--- src/rtl/radar_pkg.sv ---
`default_nettype none
// ============================================================================
// Module      : radar_pkg
// Description : Shared types and constants for the ultrasonic echo timer
//               (FSM state encoding, result widths, cm divisor, timeout code).
// Revision    : 1.0 - initial release
// ============================================================================
package radar_pkg;

    localparam int ECHO_W = 16;
    localparam int DIST_W = 9;
    localparam int CM_DIV = 58;

    localparam logic [ECHO_W-1:0] TIMEOUT_CODE = 16'hFFFF;
    localparam logic [DIST_W-1:0] DIST_SAT     = 9'h1FF;

    typedef enum logic [2:0] {
        IDLE      = 3'd0,
        TRIG      = 3'd1,
        WAIT_RISE = 3'd2,
        MEASURE   = 3'd3,
        DIV       = 3'd4,
        DONE      = 3'd5
    } state_t;

endpackage
`default_nettype wire

--- src/rtl/echo_sync_edge.sv ---
`default_nettype none
// ============================================================================
// Module      : echo_sync_edge
// Description : Two-flop synchronizer for the asynchronous echo pin plus a
//               one-flop edge detector producing single-cycle rise/fall pulses.
// Revision    : 1.0 - initial release
// ============================================================================
module echo_sync_edge (
    input  logic clk,
    input  logic reset,
    input  logic echo,
    output logic rise,
    output logic fall
);

    logic r_meta;
    logic r_sync;
    logic r_prev;

    // Synchronize the pin, then keep one extra delayed copy for edge detection
    always_ff @(posedge clk) begin
        if (reset) begin
            r_meta <= 1'b0;
            r_sync <= 1'b0;
            r_prev <= 1'b0;
        end else begin
            r_meta <= echo;
            r_sync <= r_meta;
            r_prev <= r_sync;
        end
    end

    // Edge pulses from the synchronized level and its delayed copy
    always_comb begin
        rise = r_sync & ~r_prev;
        fall = ~r_sync & r_prev;
    end

endmodule
`default_nettype wire

--- src/rtl/ultrasonic_echo_timer.sv ---
`default_nettype none
// ============================================================================
// Module      : ultrasonic_echo_timer
// Description : Fires a sensor trigger pulse on start, times the returned echo
//               in microsecond ticks and reports the width with a done strobe.
//               Optional macro ECHO_DIST_CM_EN adds a serial divider that also
//               reports the distance in cm (echo_us / 58).
// Revision    : 1.0 - initial release
// ============================================================================
module ultrasonic_echo_timer
    import radar_pkg::*;
#(
    parameter int TRIG_CYCLES = 1000,
    parameter int TICK_DIV    = 100,
    parameter int MAX_US      = 30000
) (
    input  logic              clk,
    input  logic              reset,
    input  logic              start,
    input  logic              echo,
    output logic              trig,
    output logic              busy,
    output logic              done,
    output logic              timeout,
    output logic [ECHO_W-1:0] echo_us,
    output logic [DIST_W-1:0] dist_cm
);

    localparam int TRIG_W = (TRIG_CYCLES > 1) ? $clog2(TRIG_CYCLES) : 1;
    localparam int PRE_W  = (TICK_DIV > 1) ? $clog2(TICK_DIV) : 1;

    localparam logic [TRIG_W-1:0] C_TRIG_LAST = TRIG_W'(TRIG_CYCLES - 1);
    localparam logic [PRE_W-1:0]  C_PRE_LAST  = PRE_W'(TICK_DIV - 1);
    localparam logic [ECHO_W-1:0] C_US_LAST   = ECHO_W'(MAX_US - 1);

    state_t              r_state;
    state_t              w_next;
    logic [TRIG_W-1:0]   r_trig_cnt;
    logic [PRE_W-1:0]    r_pre;
    logic [ECHO_W-1:0]   r_us;
    logic                r_timeout;
    logic [ECHO_W-1:0]   r_echo_us;
    logic                w_rise;
    logic                w_fall;
    logic                w_tick;
    logic                w_limit;
    logic [ECHO_W-1:0]   w_us_inc;

    echo_sync_edge u_sync (
        .clk   (clk),
        .reset (reset),
        .echo  (echo),
        .rise  (w_rise),
        .fall  (w_fall)
    );

    // Tick generation; the us count including this cycle's tick is what gets
    // latched on a falling edge, so the cycle of the edge itself is counted
    always_comb begin
        w_tick   = (r_pre == C_PRE_LAST);
        w_us_inc = (w_tick && (r_us != '1)) ? r_us + 1'b1 : r_us;
        w_limit  = w_tick && (r_us == C_US_LAST);
    end

`ifdef ECHO_DIST_CM_EN
    logic [ECHO_W-1:0] r_rem;
    logic [DIST_W-1:0] r_quot;
    logic [DIST_W-1:0] r_dist_cm;
    logic              w_div_end;

    // Division finishes when the remainder drops below the divisor or the
    // quotient would overflow its 9 bits
    always_comb begin
        w_div_end = (r_rem < ECHO_W'(CM_DIV)) || (r_quot == '1);
    end

    assign dist_cm = r_dist_cm;
`else
    assign dist_cm = '0;
`endif

    // State register
    always_ff @(posedge clk) begin
        if (reset) begin
            r_state <= IDLE;
        end else begin
            r_state <= w_next;
        end
    end

    // Next-state and state-decoded handshake outputs
    always_comb begin
        w_next = r_state;
        trig   = 1'b0;
        busy   = 1'b1;
        done   = 1'b0;
        case (r_state)
            IDLE: begin
                busy = 1'b0;
                if (start) w_next = TRIG;
            end
            TRIG: begin
                trig = 1'b1;
                if (r_trig_cnt == C_TRIG_LAST) w_next = WAIT_RISE;
            end
            WAIT_RISE: begin
                if (w_rise)       w_next = MEASURE;
                else if (w_limit) w_next = DONE;
            end
            MEASURE: begin
`ifdef ECHO_DIST_CM_EN
                if (w_fall)       w_next = DIV;
`else
                if (w_fall)       w_next = DONE;
`endif
                else if (w_limit) w_next = DONE;
            end
`ifdef ECHO_DIST_CM_EN
            DIV: begin
                if (w_div_end) w_next = DONE;
            end
`endif
            DONE: begin
                done   = 1'b1;
                w_next = IDLE;
            end
            default: begin
                busy   = 1'b0;
                w_next = IDLE;
            end
        endcase
    end

    // Counters and result registers
    always_ff @(posedge clk) begin
        if (reset) begin
            r_trig_cnt <= '0;
            r_pre      <= '0;
            r_us       <= '0;
            r_timeout  <= 1'b0;
            r_echo_us  <= '0;
`ifdef ECHO_DIST_CM_EN
            r_rem      <= '0;
            r_quot     <= '0;
            r_dist_cm  <= '0;
`endif
        end else begin
            case (r_state)
                IDLE: begin
                    r_trig_cnt <= '0;
                end
                TRIG: begin
                    r_trig_cnt <= r_trig_cnt + 1'b1;
                    r_pre      <= '0;
                    r_us       <= '0;
                end
                WAIT_RISE, MEASURE: begin
                    if ((r_state == WAIT_RISE) && w_rise) begin
                        r_pre <= '0;
                        r_us  <= '0;
                    end else if ((r_state == MEASURE) && w_fall) begin
                        r_echo_us <= w_us_inc;
                        r_timeout <= 1'b0;
`ifdef ECHO_DIST_CM_EN
                        r_rem     <= w_us_inc;
                        r_quot    <= '0;
`endif
                    end else if (w_limit) begin
                        r_echo_us <= TIMEOUT_CODE;
                        r_timeout <= 1'b1;
`ifdef ECHO_DIST_CM_EN
                        r_dist_cm <= DIST_SAT;
`endif
                    end else begin
                        r_pre <= w_tick ? '0 : r_pre + 1'b1;
                        r_us  <= w_us_inc;
                    end
                end
`ifdef ECHO_DIST_CM_EN
                DIV: begin
                    if (w_div_end) begin
                        r_dist_cm <= r_quot;
                    end else begin
                        r_rem  <= r_rem - ECHO_W'(CM_DIV);
                        r_quot <= r_quot + 1'b1;
                    end
                end
`endif
                default: ;
            endcase
        end
    end

    assign timeout = r_timeout;
    assign echo_us = r_echo_us;

endmodule
`default_nettype wire

--- config.mk ---
export PLATFORM = sky130hd
export DESIGN_NAME = ultrasonic_echo_timer
export DESIGN_NICKNAME = d
export VERILOG_FILES = /design/src/rtl/radar_pkg.sv /design/src/rtl/echo_sync_edge.sv /design/src/rtl/ultrasonic_echo_timer.sv
export SDC_FILE = /design/constraint.sdc
export NUM_CORES = 1
export LEC_CHECK = 0
export CORE_MARGIN = 2
export CORE_UTILIZATION = 50
export CTS_CLUSTER_SIZE = 10
export DETAILED_ROUTE_END_ITERATION = 10
export PLACE_DENSITY = 0.73
export SETUP_SLACK_MARGIN = 0.5
export SYNTH_ARGS = -nofsm -noshare
export SYNTH_HDL_FRONTEND = slang
export SYNTH_SLANG_ARGS = --single-unit
export TNS_END_PERCENT = 20
--- constraint.sdc ---
create_clock -name clk -period 2.8 [get_ports clk]
set_input_delay 0.42 -clock clk [delete_from_list [all_inputs] [get_ports clk]]
set_output_delay 0.42 -clock clk [all_outputs]
set_load 0.01 [all_outputs]
==> results of run 1 <==
path summary, 6_finish.rpt:
check,start,end,cells after the start
max,r_pre[2],r_us[8],5
min,u_sync.r_meta,u_sync.r_sync,1
max reg2reg,r_pre[2],r_us[8],5
min reg2reg,u_sync.r_meta,u_sync.r_sync,1
layout make-up:
class / count / area (sq um) / area share
clock buffer: 6 / 72.57 / 0.02075
clock inverter: 2 / 35.03 / 0.01002
inverter: 22 / 82.58 / 0.02361
multi-input combinational: 257 / 1765 / 0.5048
sequential: 56 / 1125 / 0.3216
tap: 75 / 93.84 / 0.02683
timing repair buffer: 36 / 322.8 / 0.09231
cells by family after synthesis:
| group | after synthesis |
|---|---|
| compound gates | 83 |
| xor+xnor | 14 |
| fa+ha+maj | 3 |
| buf+inv | 53 |
| flops | 56 |
| mux | 5 |
| other cells | 1 |
| simple gates | 142 |
routing by layer:
metal,global-route usage,vias up
met4,0.08000,0
met5,0,-
met3,0.02967,9
met2,0.3341,70
met1,0.2860,1296
li1,-,1337
worst reg2reg max path, delay by kind of cell, from the launching register on:
kind	cells	cell delay, ns
AND/OR/NAND/NOR	3	1.43
flip-flops	1	0.37
multiplexers	1	0.23
AO/OA/AOI/OAI	1	0.13
state kept, by name, indices dropped and copies added (netlist names):
| register | cells |
|---|---|
| echo_us | 16 |
| r_us | 16 |
| r_trig_cnt | 10 |
| r_pre | 7 |
| r_state | 3 |
| timeout | 1 |
| u_sync.r_meta | 1 |
| u_sync.r_prev | 1 |
| u_sync.r_sync | 1 |
power breakdown:
part / total, W / internal (W) / leakage, nW / switching [W]
clock: 0.000526 / 0.000266 / 0.0552 / 0.000260
sequential: 0.000820 / 0.000805 / 0.453 / 0.0000150
combinational: 0.000154 / 0.0000558 / 0.626 / 0.0000981
metrics by stage:
step	power (W)	utilization	std cells	setup slack, ns	cell area [sq um]
after global routing	0.001566	0.5942	454	0.4592	3497
after floorplan	0.0009527	-	365	0.5926	3060
after CTS	0.001515	0.5774	449	0.4965	3398
after detailed placement	0.0009865	0.5563	440	0.3997	3274
after global placement	0.0009841	0.5563	440	0.4609	3274
final	0.001500	0.5942	454	0.5709	3497
what timing repair did:
action                     CTS  global route
resized for setup            3            13
gates cloned                 0             1
setup buffers                1             4
setup endpoints to repair   32            32
pin swaps                    1             4
cells in the final DEF (no fill, tap or decap), types with 6 or more instances in the layout:
cell and count:
sky130_fd_sc_hd__conb_1 9, sky130_fd_sc_hd__a221oi_2 10, sky130_fd_sc_hd__or3_1 6, sky130_fd_sc_hd__nor2_1 24
sky130_fd_sc_hd__clkdlybuf4s50_1 22, sky130_fd_sc_hd__a21oi_1 21, sky130_fd_sc_hd__nor3_1 15, sky130_fd_sc_hd__nand3_1 14
sky130_fd_sc_hd__xnor2_1 12, sky130_fd_sc_hd__nor2b_1 7, sky130_fd_sc_hd__a31oi_1 10, sky130_fd_sc_hd__buf_4 13
sky130_fd_sc_hd__dfxtp_1 53, sky130_fd_sc_hd__and3_1 7, sky130_fd_sc_hd__inv_1 22, sky130_fd_sc_hd__nand2_1 25
sky130_fd_sc_hd__nand4_1 10
==> flow_metrics.tcl, run 1 <==
set metrics [dict create \
    postSynthRegisterBits 56 \
    layout.filler_cells 528 \
    met2_wl_post_dr_um 3297 \
    cpMostUsedCell "sky130_fd_sc_hd__or4b_1" \
    dp.final_hpwl_um 4614 \
    htree_num_levels 2 \
    io_buffers 23 \
    totalNegativeSetupSlack_ns 0 \
    post_synth_adder_cell_area 0.01239 \
    effective_utilization_at_floorplan 0.5149 \
    grt_pass1_wl_um 11150 \
    syn_area_per_cell_sq_um 8.489 \
    design.portCount 33 \
    ff2ff_setup_slack_ns 0.57 \
    power_per_cell_area_mw_per_mm2 428.9 \
    grt_total_ovfl 0 \
    root_buffer "sky130_fd_sc_hd__clkbuf_8" \
    netlist_area_sq_mm 0.003030 \
    timing.hold.worst.class "register to register" \
    timing.final.max_slew_violations 0 \
    grt_setup_unrepaired "true" \
    max-clock-path-buffers 2 \
    cp_cell_sequence "or4b_1, nor4_2, mux2_1, or4b_1, a21oi_1" \
    area_growth_syn_to_layout_pct 15.40 \
    netlist_instances 357 \
    hold_ws_ns 0.4438 \
    num_antenna_cells 0 \
    netlist_top_cells_count "56 x sky130_fd_sc_hd__dfxtp_1, 25 x sky130_fd_sc_hd__nand2_1, 25 x sky130_fd_sc_hd__nor2_1" \
    insertion_delay_ns 0.31 \
    cts_sinks 56 \
    timing.critical_path.slowest_stage_cell "sky130_fd_sc_hd__or4b_1" \
    yosys.area_share.simple 0.2618 \
    timing.fmax_ghz 0.4486 \
    wl_met1_um 3165 \
    async_reset_ff_frac 0 \
    yosysMostFrequentCell "sky130_fd_sc_hd__dfxtp_1" \
    synthMuxAreaShare 0.01693 \
    synth-main-ff-cell "sky130_fd_sc_hd__dfxtp_1" \
    drt_iter0_drc 243 \
    antenna_violations_before_repair 0 \
    layout-drive-gt1-share 0.1478 \
    vias_per_instance 5.974 \
    ys_types 62 \
    synth_area_leaders "sky130_fd_sc_hd__dfxtp_1 37%, sky130_fd_sc_hd__a221oi_2 4.0%, sky130_fd_sc_hd__a21oi_1 3.5%" \
    wp_data_required_ns 3.05 \
    die_x_um 81.85 \
    run_status "completed" \
    routability_congestion 0.8798 \
    grt_start_max_net_pins 45 \
    vias 2712 \
    setup_viol 0 \
    edff_count_synth 0 \
    worst_slew_slack_as_a_fraction_of_its_limit 0.5436 \
    cts_buffers 5 \
    grt_util_all_layers 0.2096 \
    route.met3.wl_um 282 \
    synth_top_family_by_area "simple AND/OR/NAND/NOR gates" \
    timing_worst_setup_path_type "register to register" \
    worstMarginPinSlew_ns 0.6784 \
    finalCriticalPeriod_ns 2.229 \
    clkTransAtPathRegs_ns 0.10 \
    portion_of_synthesized_cell_area_occupied_by_the_leading_cell_type 0.3699 \
    drt-wirelength-per-cell_um 15.06 \
    worstPathMaxFanout 6 \
    route.detailed.drc 0 \
    synth_seq_area_share 0.3699 \
    setup.worst_path.end_class "register" \
    die_h_um 81.85 \
    post_synthesis_compound_gate_area_fraction 0.2155 \
    setup.worst_path.start_class "register" \
    nets 385 \
    worstPathArrival_ns 2.47 \
    final.period_utilization 0.7961 \
    vias_in_the_first_global_route 2367 \
    cpPeakStageDelay_ns 0.59 \
    p_leak_nw 1.135 \
    ir_drop_mv 0.2454 \
    postRouteAntennaNets 0 \
    netlist.top_cell.by_area "sky130_fd_sc_hd__dfxtp_1" \
    timing.clock.skew_ns 0.01313 \
    hold_viol 0 \
    design.die.area_sq_mm 0.006699 \
    yosys.area_share.xor_xnor 0.04046 \
    wirelength_um 6836 \
    cts_hold_repair.buffers 0 \
    drt_pre_antenna_iters 4 \
    maxCapViolations 0 \
    critPathTopFamily "simple AND/OR/NAND/NOR gates" \
    path_buf_inv 0 \
    dr.max_layer_used "met4" \
    floorplan.core_area_sq_mm 0.005886 \
    synth_warnings 0 \
    tritoncts_clock_tree "built" \
    placement_rows 28 \
]
No activity file was read; power rests on OpenSTA's default activity.
==> run 2, diff against run 1 <==
Settings changed: PLACE_DENSITY 0.73 to 0.76.
Clock period 2.8 ns to 2 ns, I/O delays scaled along.
==> flow_metrics.tcl, run 2 (synthesis results as in run 1) <==
set metrics [dict create \
    run_status "finished, violations left" \
    failed_checks "setup timing" \
    worstPathMaxFanout 8 \
    timing.critical_path.slowest_stage_cell "sky130_fd_sc_hd__or4_4" \
    min_delay_path_depth 1 \
    grt_setup_unrepaired "true" \
    routability_congestion 0.9144 \
    hold_viol 0 \
    finalCriticalPeriod_ns 2.197 \
    wp_data_required_ns 2.25 \
    grt_total_ovfl 0 \
    maxCapViolations 0 \
    antenna_violations_before_repair 0 \
    cts_hold_repair.buffers 0 \
    setup.worst_path.end_class "register" \
    commonest_non_fill_non_tap_cells_in_the_layout "52 x sky130_fd_sc_hd__buf_4, 50 x sky130_fd_sc_hd__dfxtp_1, 24 x sky130_fd_sc_hd__nand2_1" \
    timing_worst_setup_path_type "register to register" \
    timing.final.ws_setup_ns -0.1967 \
    worstPathArrival_ns 2.45 \
    htree_num_levels 2 \
    wirelength_um 7388 \
    timing.fmax_ghz 0.4552 \
    num_antenna_cells 0 \
    effective_utilization_at_floorplan 0.5149 \
    design.die.area_sq_mm 0.006699 \
    die_h_um 81.85 \
    cts_buffers 5 \
    floorplan.core_area_sq_mm 0.005886 \
    worstMarginPinSlew_ns 0.5741 \
    timing.hold.worst.class "register to register" \
    dp.final_hpwl_um 5081 \
    io_buffers 23 \
    drt_iter0_drc 234 \
    design.portCount 33 \
    timing.clock.skew_ns 0.01229 \
    vias 2900 \
    die_x_um 81.85 \
    setup_viol 38 \
    cts_sinks 56 \
    grt_util_all_layers 0.2312 \
    insertion_delay_ns 0.32 \
    drt_pre_antenna_iters 4 \
    ir_drop_mv 0.3633 \
    setup.worst_path.start_class "register" \
    report.power.total_w 0.002154 \
    layout.filler_cells 454 \
    worst_slew_slack_as_a_fraction_of_its_limit 0.6137 \
    max-clock-path-buffers 2 \
    clkTransAtPathRegs_ns 0.11 \
    cpPeakStageDelay_ns 0.51 \
    hold_ws_ns 0.4456 \
    reg2reg_depth 6 \
    vias_in_the_first_global_route 2744 \
    route.detailed.drc 0 \
    nets 428 \
    layout-drive-gt1-share 0.2820 \
    vias_per_instance 5.835 \
    cpMostUsedCell "sky130_fd_sc_hd__or4_4" \
    area_growth_syn_to_layout_pct 31.79 \
    drt-wirelength-per-cell_um 14.87 \
    final.period_utilization 1.098 \
    p_leak_nw 1.732 \
    tritoncts_clock_tree "built" \
    grt_pass1_wl_um 12120 \
    timing.final.max_slew_violations 0 \
    grt_start_max_net_pins 45 \
    placement_rows 28 \
    layout_commonest_cell "sky130_fd_sc_hd__buf_4" \
    power_per_cell_area_mw_per_mm2 539.3 \
    root_buffer "sky130_fd_sc_hd__clkbuf_8" \
    postRouteAntennaNets 0 \
    cp_cell_sequence "or4_4, or4_4, buf_6, o31a_1, o32a_1, o21ai_1" \
]
==> run 2: cell count changes in the layout (fill, tap and decap cells not counted), sizes merged <==
| cell | previous run | this run |
|---|---|---|
| buf | 14 | 59 |
| clkdlybuf4s50 | 22 | 4 |
| dlymetal6s2s | 0 | 17 |
| clkbuf | 6 | 5 |
| clkinvlp | 0 | 1 |
| nor2 | 27 | 26 |
==> run 2: worst max-delay path: cells and delay by family, from the launching register on <==
kind	cells	cell delay, ns
AND/OR/NAND/NOR	2	0.95
flip-flops	1	0.33
buffers and inverters	1	0.15
AO/OA/AOI/OAI	3	0.69
==> run 2: what timing repair did <==
action                     in CTS  in global routing
buffers inserted                1                  1
gates resized for setup        29                 35
pin swaps                      15                 21
hold endpoints to repair        0                  0
setup endpoints to repair      59                 65
==> run 2: report_power, final <==
group          internal (W)  switching (W)
Combinational      0.000100       0.000162
Sequential          0.00113     0.00000981
Clock              0.000371       0.000383
Total               0.00160       0.000556
==> run 2: path summary, 6_finish.rpt <==
kind                 start             to  slack (ns)
max                r_us[4]        r_us[5]       -0.20
min          u_sync.r_meta  u_sync.r_sync        0.45
min reg2reg  u_sync.r_meta  u_sync.r_sync        0.45
max reg2reg        r_us[4]        r_us[5]       -0.20
==> run 2: cell type report <==
| type | count | area, sq um | share of cell area |
|---|---|---|---|
| Clock buffer | 5 | 68.82 | 0.01723 |
| Clock inverter | 3 | 42.54 | 0.01065 |
| Inverter | 22 | 82.58 | 0.02068 |
| Multi-Input combinational cell | 256 | 1859 | 0.4655 |
| Sequential cell | 56 | 1129 | 0.2826 |
| Tap cell | 75 | 93.84 | 0.02350 |
| Timing Repair Buffer | 80 | 718.2 | 0.1798 |
==> run 2: through the flow <==
stage	cells	setup TNS, ns	setup WS [ns]	utilization	area, sq um
final	497	-4.127	-0.1967	0.6786	3994
after global routing	497	-7.558	-0.2683	0.6786	3994
after CTS	496	-3.768	-0.1546	0.6524	3840
after detailed placement	487	-3.972	-0.1844	0.6222	3662
after global placement	487	-2.816	-0.1724	0.6222	3662
after floorplan	365	-1.700	-0.1082	-	3097
==> run 2: metal layers <==
metal  part of all wire  global-route usage  vias to the layer above
li1                   -                   -                     1422
met1               0.44              0.2825                     1400
met2               0.50              0.4065                       61
met3              0.036             0.03626                       17
met4              0.020             0.08667                        0
met5                  0                   0                        -
